## config.mk

```make
export PLATFORM = sky130hd
export DESIGN_NAME = uart_rx
export DESIGN_NICKNAME = d
export VERILOG_FILES = /design/src/rtl/uart_rx_pkg.sv /design/src/rtl/uart_rx_fifo.sv /design/src/rtl/uart_rx.sv
export SDC_FILE = /design/constraint.sdc
export NUM_CORES = 1
export LEC_CHECK = 0
export CORE_AREA = 2 2 131 133
export CTS_BUF_LIST = sky130_fd_sc_hd__clkbuf_4 sky130_fd_sc_hd__clkbuf_8 sky130_fd_sc_hd__clkbuf_16
export CTS_CLUSTER_DIAMETER = 50
export DETAILED_ROUTE_END_ITERATION = 16
export DIE_AREA = 0 0 133 135
export PLACE_DENSITY = 0.71
export SYNTH_ARGS = -nofsm -noshare
export SYNTH_HDL_FRONTEND = slang
export SYNTH_SLANG_ARGS = --single-unit
```

## constraint.sdc

```tcl
create_clock -name clk -period 5.2 [get_ports clk]
set_input_delay 1.04 -clock clk [delete_from_list [all_inputs] [get_ports clk]]
set_output_delay 1.04 -clock clk [all_outputs]
set_load 0.02 [all_outputs]
```

## src/rtl/uart_rx_pkg.sv

```systemverilog
// Shared definitions for the UART receiver: MMIO addresses, FSM states, status bits.
// Optional even parity is enabled by defining UART_RX_PARITY_EN.
package uart_rx_pkg;

    localparam logic [31:0] UART_RX_DATA_ADDR = 32'h0000_8010;
    localparam logic [31:0] UART_RX_STAT_ADDR = 32'h0000_8014;

    localparam int STAT_VALID = 0;
    localparam int STAT_FULL  = 1;
    localparam int STAT_OVR   = 2;
    localparam int STAT_FERR  = 3;
    localparam int STAT_PERR  = 4;

    typedef enum logic [2:0] {
        S_IDLE   = 3'd0,
        S_START  = 3'd1,
        S_DATA   = 3'd2,
        S_PARITY = 3'd3,
        S_STOP   = 3'd4
    } rx_state_t;

endpackage

```

## src/rtl/uart_rx_fifo.sv

```systemverilog
// First-word-fall-through receive FIFO; a pop frees room for a same-cycle push.
module uart_rx_fifo #(
    parameter int DEPTH = 16,
    parameter int WIDTH = 8
) (
    input  logic             clk,
    input  logic             rst,
    input  logic             push,
    input  logic             pop,
    input  logic [WIDTH-1:0] wdata,
    output logic [WIDTH-1:0] head,
    output logic             empty,
    output logic             full
);

    localparam int AW = $clog2(DEPTH);

    logic [WIDTH-1:0] mem [DEPTH];
    logic [AW:0]      wr_ptr;
    logic [AW:0]      rd_ptr;
    logic             do_push;
    logic             do_pop;

    assign empty   = (wr_ptr == rd_ptr);
    assign full    = (wr_ptr[AW] != rd_ptr[AW]) &&
                     (wr_ptr[AW-1:0] == rd_ptr[AW-1:0]);
    assign do_pop  = pop && !empty;
    assign do_push = push && (!full || do_pop);
    assign head    = empty ? '0 : mem[rd_ptr[AW-1:0]];

    always_ff @(posedge clk) begin
        if (rst) begin
            wr_ptr <= '0;
            rd_ptr <= '0;
        end else begin
            if (do_push) wr_ptr <= wr_ptr + 1'b1;
            if (do_pop)  rd_ptr <= rd_ptr + 1'b1;
        end
    end

    always_ff @(posedge clk) begin
        if (do_push) mem[wr_ptr[AW-1:0]] <= wdata;
    end

endmodule

```

## src/rtl/uart_rx.sv

```systemverilog
// UART receiver: mid-bit sampling of 8-N-1 frames into a FWFT FIFO with sticky errors.
// Define UART_RX_PARITY_EN for 8-E-1 frames and a parity_err flag at status[4].
module uart_rx
    import uart_rx_pkg::*;
#(
    parameter int CLKS_PER_BIT = 868,
    parameter int FIFO_DEPTH   = 16
) (
    input  logic        clk,
    input  logic        rst,
    input  logic        rx_i,
    input  logic        rd_en,
    input  logic        clr_err,
    output logic [7:0]  rd_data,
    output logic        rx_valid,
    output logic        rx_full,
    output logic        overrun,
    output logic        frame_err,
    output logic [31:0] status
);

    localparam int CW = $clog2(CLKS_PER_BIT);
    localparam logic [CW-1:0] FULL_M1 = CW'(CLKS_PER_BIT - 1);
    localparam logic [CW-1:0] HALF_M1 = CW'(CLKS_PER_BIT / 2 - 1);

    logic            sync1;
    logic            rxs;
    logic            rxs_q;
    rx_state_t       state;
    rx_state_t       state_n;
    logic [CW-1:0]   cnt;
    logic [CW-1:0]   cnt_n;
    logic [2:0]      bit_cnt;
    logic [2:0]      bit_n;
    logic [7:0]      shift;
    logic [7:0]      shift_n;
    logic            tick;
    logic            push;
    logic            set_ferr;
    logic            set_ovr;
    logic            fifo_empty;
    logic            fifo_full;
`ifdef UART_RX_PARITY_EN
    logic            par_bad;
    logic            par_bad_n;
    logic            parity_err;
`endif

    always_ff @(posedge clk) begin
        if (rst) begin
            sync1 <= 1'b1;
            rxs   <= 1'b1;
            rxs_q <= 1'b1;
        end else begin
            sync1 <= rx_i;
            rxs   <= sync1;
            rxs_q <= rxs;
        end
    end

    assign tick = (cnt == '0);

    always_comb begin
        state_n  = state;
        cnt_n    = cnt;
        bit_n    = bit_cnt;
        shift_n  = shift;
        push     = 1'b0;
        set_ferr = 1'b0;
`ifdef UART_RX_PARITY_EN
        par_bad_n = par_bad;
`endif
        unique case (state)
            S_IDLE: begin
                if (!rxs && rxs_q) begin
                    state_n = S_START;
                    cnt_n   = HALF_M1;
                end
            end
            S_START: begin
                if (!tick) begin
                    cnt_n = cnt - CW'(1);
                end else if (!rxs) begin
                    state_n = S_DATA;
                    cnt_n   = FULL_M1;
                    bit_n   = 3'd0;
                end else begin
                    state_n = S_IDLE;
                end
            end
            S_DATA: begin
                if (!tick) begin
                    cnt_n = cnt - CW'(1);
                end else begin
                    shift_n = {rxs, shift[7:1]};
                    cnt_n   = FULL_M1;
                    bit_n   = bit_cnt + 3'd1;
                    if (bit_cnt == 3'd7) begin
`ifdef UART_RX_PARITY_EN
                        state_n = S_PARITY;
`else
                        state_n = S_STOP;
`endif
                    end
                end
            end
`ifdef UART_RX_PARITY_EN
            S_PARITY: begin
                if (!tick) begin
                    cnt_n = cnt - CW'(1);
                end else begin
                    par_bad_n = (rxs != ^shift);
                    cnt_n     = FULL_M1;
                    state_n   = S_STOP;
                end
            end
`endif
            S_STOP: begin
                if (!tick) begin
                    cnt_n = cnt - CW'(1);
                end else begin
                    state_n  = S_IDLE;
                    push     = rxs;
                    set_ferr = !rxs;
                end
            end
            default: state_n = S_IDLE;
        endcase
    end

    always_ff @(posedge clk) begin
        if (rst) begin
            state   <= S_IDLE;
            cnt     <= '0;
            bit_cnt <= '0;
            shift   <= '0;
        end else begin
            state   <= state_n;
            cnt     <= cnt_n;
            bit_cnt <= bit_n;
            shift   <= shift_n;
        end
    end

    // A pop on the stop-sample cycle makes room, so only an unpopped full FIFO overruns.
    assign set_ovr = push && fifo_full && !rd_en;

    always_ff @(posedge clk) begin
        if (rst) begin
            overrun   <= 1'b0;
            frame_err <= 1'b0;
        end else begin
            overrun   <= set_ovr  | (overrun   & ~clr_err);
            frame_err <= set_ferr | (frame_err & ~clr_err);
        end
    end

`ifdef UART_RX_PARITY_EN
    always_ff @(posedge clk) begin
        if (rst) begin
            par_bad    <= 1'b0;
            parity_err <= 1'b0;
        end else begin
            par_bad    <= par_bad_n;
            parity_err <= (push & par_bad) | (parity_err & ~clr_err);
        end
    end
`endif

    uart_rx_fifo #(
        .DEPTH (FIFO_DEPTH),
        .WIDTH (8)
    ) u_fifo (
        .clk   (clk),
        .rst   (rst),
        .push  (push),
        .pop   (rd_en),
        .wdata (shift),
        .head  (rd_data),
        .empty (fifo_empty),
        .full  (fifo_full)
    );

    assign rx_valid = !fifo_empty;
    assign rx_full  = fifo_full;

    always_comb begin
        status             = '0;
        status[STAT_VALID] = rx_valid;
        status[STAT_FULL]  = rx_full;
        status[STAT_OVR]   = overrun;
        status[STAT_FERR]  = frame_err;
`ifdef UART_RX_PARITY_EN
        status[STAT_PERR]  = parity_err;
`endif
    end

endmodule
```

==> reports/qor.json <==
{
  "yosys": {
    "synthesis.yosys.warnings": 0,
    "synth_cells": 492,
    "post_synth_instance_area_mm2": 0.00735,
    "number_of_flops_mapped_to_enable_cells_by_yosys": 128,
    "share_of_yosys_cell_area_claimed_by_the_top_area_cell_type_pct": 52.3,
    "synth-seq-cells": 171,
    "synth_seq_area_share_pct": 64.0,
    "post-synth-top-area-cell": "sky130_fd_sc_hd__edfxtp_1",
    "largest_cells_by_area_after_synthesis": "sky130_fd_sc_hd__edfxtp_1 (52%), sky130_fd_sc_hd__dfxtp_1 (12%), sky130_fd_sc_hd__mux4_2 (9.8%)",
    "synth_cell_type_count": 60,
    "synth-main-ff-cell": "sky130_fd_sc_hd__edfxtp_1",
    "ys_async_sr_fraction_pct": 0,
    "mean_post_synth_cell_area_um2": 14.9
  },
  "final_layout": {
    "post_route_cells_drive_above_1_share_pct": 16.8,
    "fill_cells": 1348,
    "final_cell_mix": "sky130_fd_sc_hd__edfxtp_1 (128), sky130_fd_sc_hd__dfxtp_1 (42), sky130_fd_sc_hd__nor2_1 (34), sky130_fd_sc_hd__mux4_2 (32), sky130_fd_sc_hd__conb_1 (28)",
    "fin_nets": 518,
    "finish.instance_area_mm2": 0.00818,
    "n_antenna_cell": 0,
    "register_area_mm2": 0.00471,
    "most_common_cell_after_layout_fill_and_taps_aside": "sky130_fd_sc_hd__edfxtp_1",
    "multi_input_area_mm2": 0.00238,
    "area_growth_pct": 11.2
  },
  "grt": {
    "grtUsageMet2_pct": 26.9,
    "grt_pass1_wl_um": 22400,
    "grt_usage_pct": 16.8,
    "gr-max-usage-layer": "met2",
    "globalRouteOverflowTotal": 0,
    "first_global_vias": 3940,
    "grt_max_degree": 42,
    "global_route.usage.met3_pct": 3.68,
    "grt_util_met1_pct": 22.6,
    "grt_antenna_before_repair": 0
  },
  "floorplan": {
    "dieHeight_um": 135,
    "io_pins": 49,
    "initial_core_util_pct": 44.8,
    "core_mm2": 0.0164,
    "floorplan.rows": 47,
    "die_area_mm2": 0.0180,
    "chipWidth_um": 133
  },
  "clock_network": {
    "cts_tree": "yes",
    "cts.reportedPaths.clkPinSlew_ns": 0.06,
    "postCtsResizedCells": 0,
    "cts-htree-levels": 4,
    "cts_buffers": 17,
    "number_of_sinks_on_the_clock_net": 171,
    "setup_repair_bufs_after_cts": 0,
    "cts_root_buffer": "sky130_fd_sc_hd__clkbuf_16",
    "ctsHoldBuffers": 0,
    "cts-root-to-sink-buffers": 2,
    "clk_latency_ns": 0.43
  },
  "timing": {
    "rsz0062_at_grt": "false",
    "finalCriticalPeriod_ns": 4.15,
    "timing.setup.tns_ns": 0,
    "fin_crit_sh_pct": 79.9,
    "clock-skew-final_ns": 0.00891,
    "finalHoldViolations": 0,
    "worst_slew_pin_slew_ns": 1.21,
    "max_freq_mhz": 241,
    "timing_max_transition_violations_final": 0,
    "max_slew_margin_pct": 18.5,
    "setup-violations-final": 0
  },
  "route": {
    "dr.pass1.iters": 4,
    "initialDrtViolationCount": 298,
    "drt-total-wl_um": 14300,
    "post-route-drc-count": 0,
    "drt.antenna.violating_nets": 0,
    "drt-wirelength-per-cell_um": 19.3,
    "routed_via_density": 5.47,
    "vias": 4037
  },
  "worst_setup_path": {
    "critical_path.most_common_cell": "sky130_fd_sc_hd__a211oi_1",
    "startpoint_type": "flip-flop",
    "rrSetupSlack_ns": 2.02,
    "regToRegStartpoint": "cnt[0]",
    "path_class": "reg -> out",
    "critPathArrivalTime_ns": 3.11,
    "cp_slowest_cell": "sky130_fd_sc_hd__dfxtp_2",
    "critical_path.endpoint_type": "primary output",
    "cp.required_ns": 4.16,
    "crit_chain": "mux4_2, nor2b_1, a211oi_1, a211oi_1, clkdlybuf4s50_1",
    "regToRegEndpoint": "u_fifo.mem[3][2]",
    "highest_fanout_seen_on_the_critical_path": 22,
    "cp_slowest_stage_delay_ns": 0.83,
    "worst_reg2reg_path_length_in_cells": 6
  },
  "hold_path": {
    "worst_hold_path.num_cells": 1,
    "hold_start": "sync1",
    "timing.hold.worst_endpoint": "rxs",
    "holdCritPathClass": "reg -> reg"
  },
  "pwr": {
    "vdd_drop_max_mv": 0.286,
    "powerDensity_mw_per_mm2": 332,
    "p_leak_nw": 2.78
  },
  "run_status": {
    "status": "finished clean"
  },
  "placed_design": {
    "port-buffer-count": 20,
    "globalplace.congestion": 0.827,
    "placed_cell_area_mm2": 0.00762,
    "hpwlAfterDp_um": 9360
  },
  "flow_run": {
    "timing.max_cap.violations": 0
  }
}
[metal layers]
layer	share of wire (%)	wire, um	vias to the layer above
met5	0	0	-
met2	49	7060	132
li1	-	-	1849
met1	44	6240	2039
met4	1.7	247	0
met3	5.1	723	17
[flip-flops by register name (all words and copies together) (netlist names), named ones only]
signal and flops:
u_fifo.rd_ptr 5, u_fifo.wr_ptr 5, bit_cnt 3, state 3, u_fifo.mem 128, overrun 1
shift 8, rxs_q 1, sync1 1, rxs 1, cnt 10, frame_err 1
[power breakdown]
group | switching, mW | internal (mW)
combinational | 0.0518 | 0.0214
sequential | 0.00503 | 1.45
clock | 0.515 | 0.672
[final cells by class]
cell class | instances | share of cell area [%]
Inverter | 6 | 0.275
Clock inverter | 13 | 1.44
Sequential cell | 171 | 57.6
Tap cell | 220 | 3.37
Clock buffer | 19 | 5.39
Timing Repair Buffer | 25 | 2.91
Multi-Input combinational cell | 284 | 29.1
[how the worst max path moves through the flow]
stage / end / cells past startpoint
after floorplan: rd_data[5] / 6
after global placement: rd_data[5] / 6
after detailed placement: rd_data[5] / 6
after CTS: rd_data[1] / 5
after global routing: rd_data[5] / 6
final: rd_data[1] / 5
[per-stage QoR]
step | hold slack [ns] | worst slack, ns | util (%) | std cells | total power [mW]
2_1_floorplan | 0.389 | 2.17 | - | 519 | 1.56
6_report | 0.412 | 1.05 | 49.8 | 738 | 2.72
4_1_cts | 0.411 | 0.941 | 49.8 | 738 | 2.73
3_3_place_gp | 0.396 | 1.42 | 46.4 | 706 | 1.56
5_1_grt | 0.443 | 0.792 | 49.8 | 738 | 2.80
3_5_place_dp | 0.396 | 1.42 | 46.4 | 706 | 1.56
[synthesized netlist by cell type (4+ instances only)]
library cell and instances:
sky130_fd_sc_hd__mux4_2 32, sky130_fd_sc_hd__dfxtp_1 43, sky130_fd_sc_hd__nor2b_1 14, sky130_fd_sc_hd__mux2i_1 21, sky130_fd_sc_hd__xor2_1 6, sky130_fd_sc_hd__nand2_1 11
sky130_fd_sc_hd__ha_1 8, sky130_fd_sc_hd__and3_1 16, sky130_fd_sc_hd__clkbuf_1 16, sky130_fd_sc_hd__a211oi_1 17, sky130_fd_sc_hd__buf_4 32, sky130_fd_sc_hd__buf_2 6
sky130_fd_sc_hd__o21a_1 4, sky130_fd_sc_hd__o21ai_0 11, sky130_fd_sc_hd__nor2_1 34, sky130_fd_sc_hd__nor3_1 7, sky130_fd_sc_hd__xnor2_1 7, sky130_fd_sc_hd__edfxtp_1 128
sky130_fd_sc_hd__a21oi_1 13, sky130_fd_sc_hd__or3_1 6, sky130_fd_sc_hd__inv_1 6
[cells by family (layout without fill, tap and decap cells)]
group | count (synthesis) | in the layout | synth area share (%)
AOI/OAI and AO/OA | 63 | 63 | 5.84
other | 1 | 28 | 0.0510
DFF | 171 | 171 | 64.0
xor gates and xnor gates | 13 | 13 | 1.55
and+or+nand+nor | 117 | 117 | 9.14
buffers and inverters | 64 | 63 | 5.10
adders and majority gates | 9 | 9 | 1.50
muxes | 54 | 54 | 12.9
[worst max-delay path, delay by kind of cell, from the launching register on]
family	cells	cell delay (ns)
flops	1	0.83
buf+inv	1	0.60
simple gates	1	0.14
compound gates	2	0.53
mux	1	0.58
(Power assumes the default switching activity.)
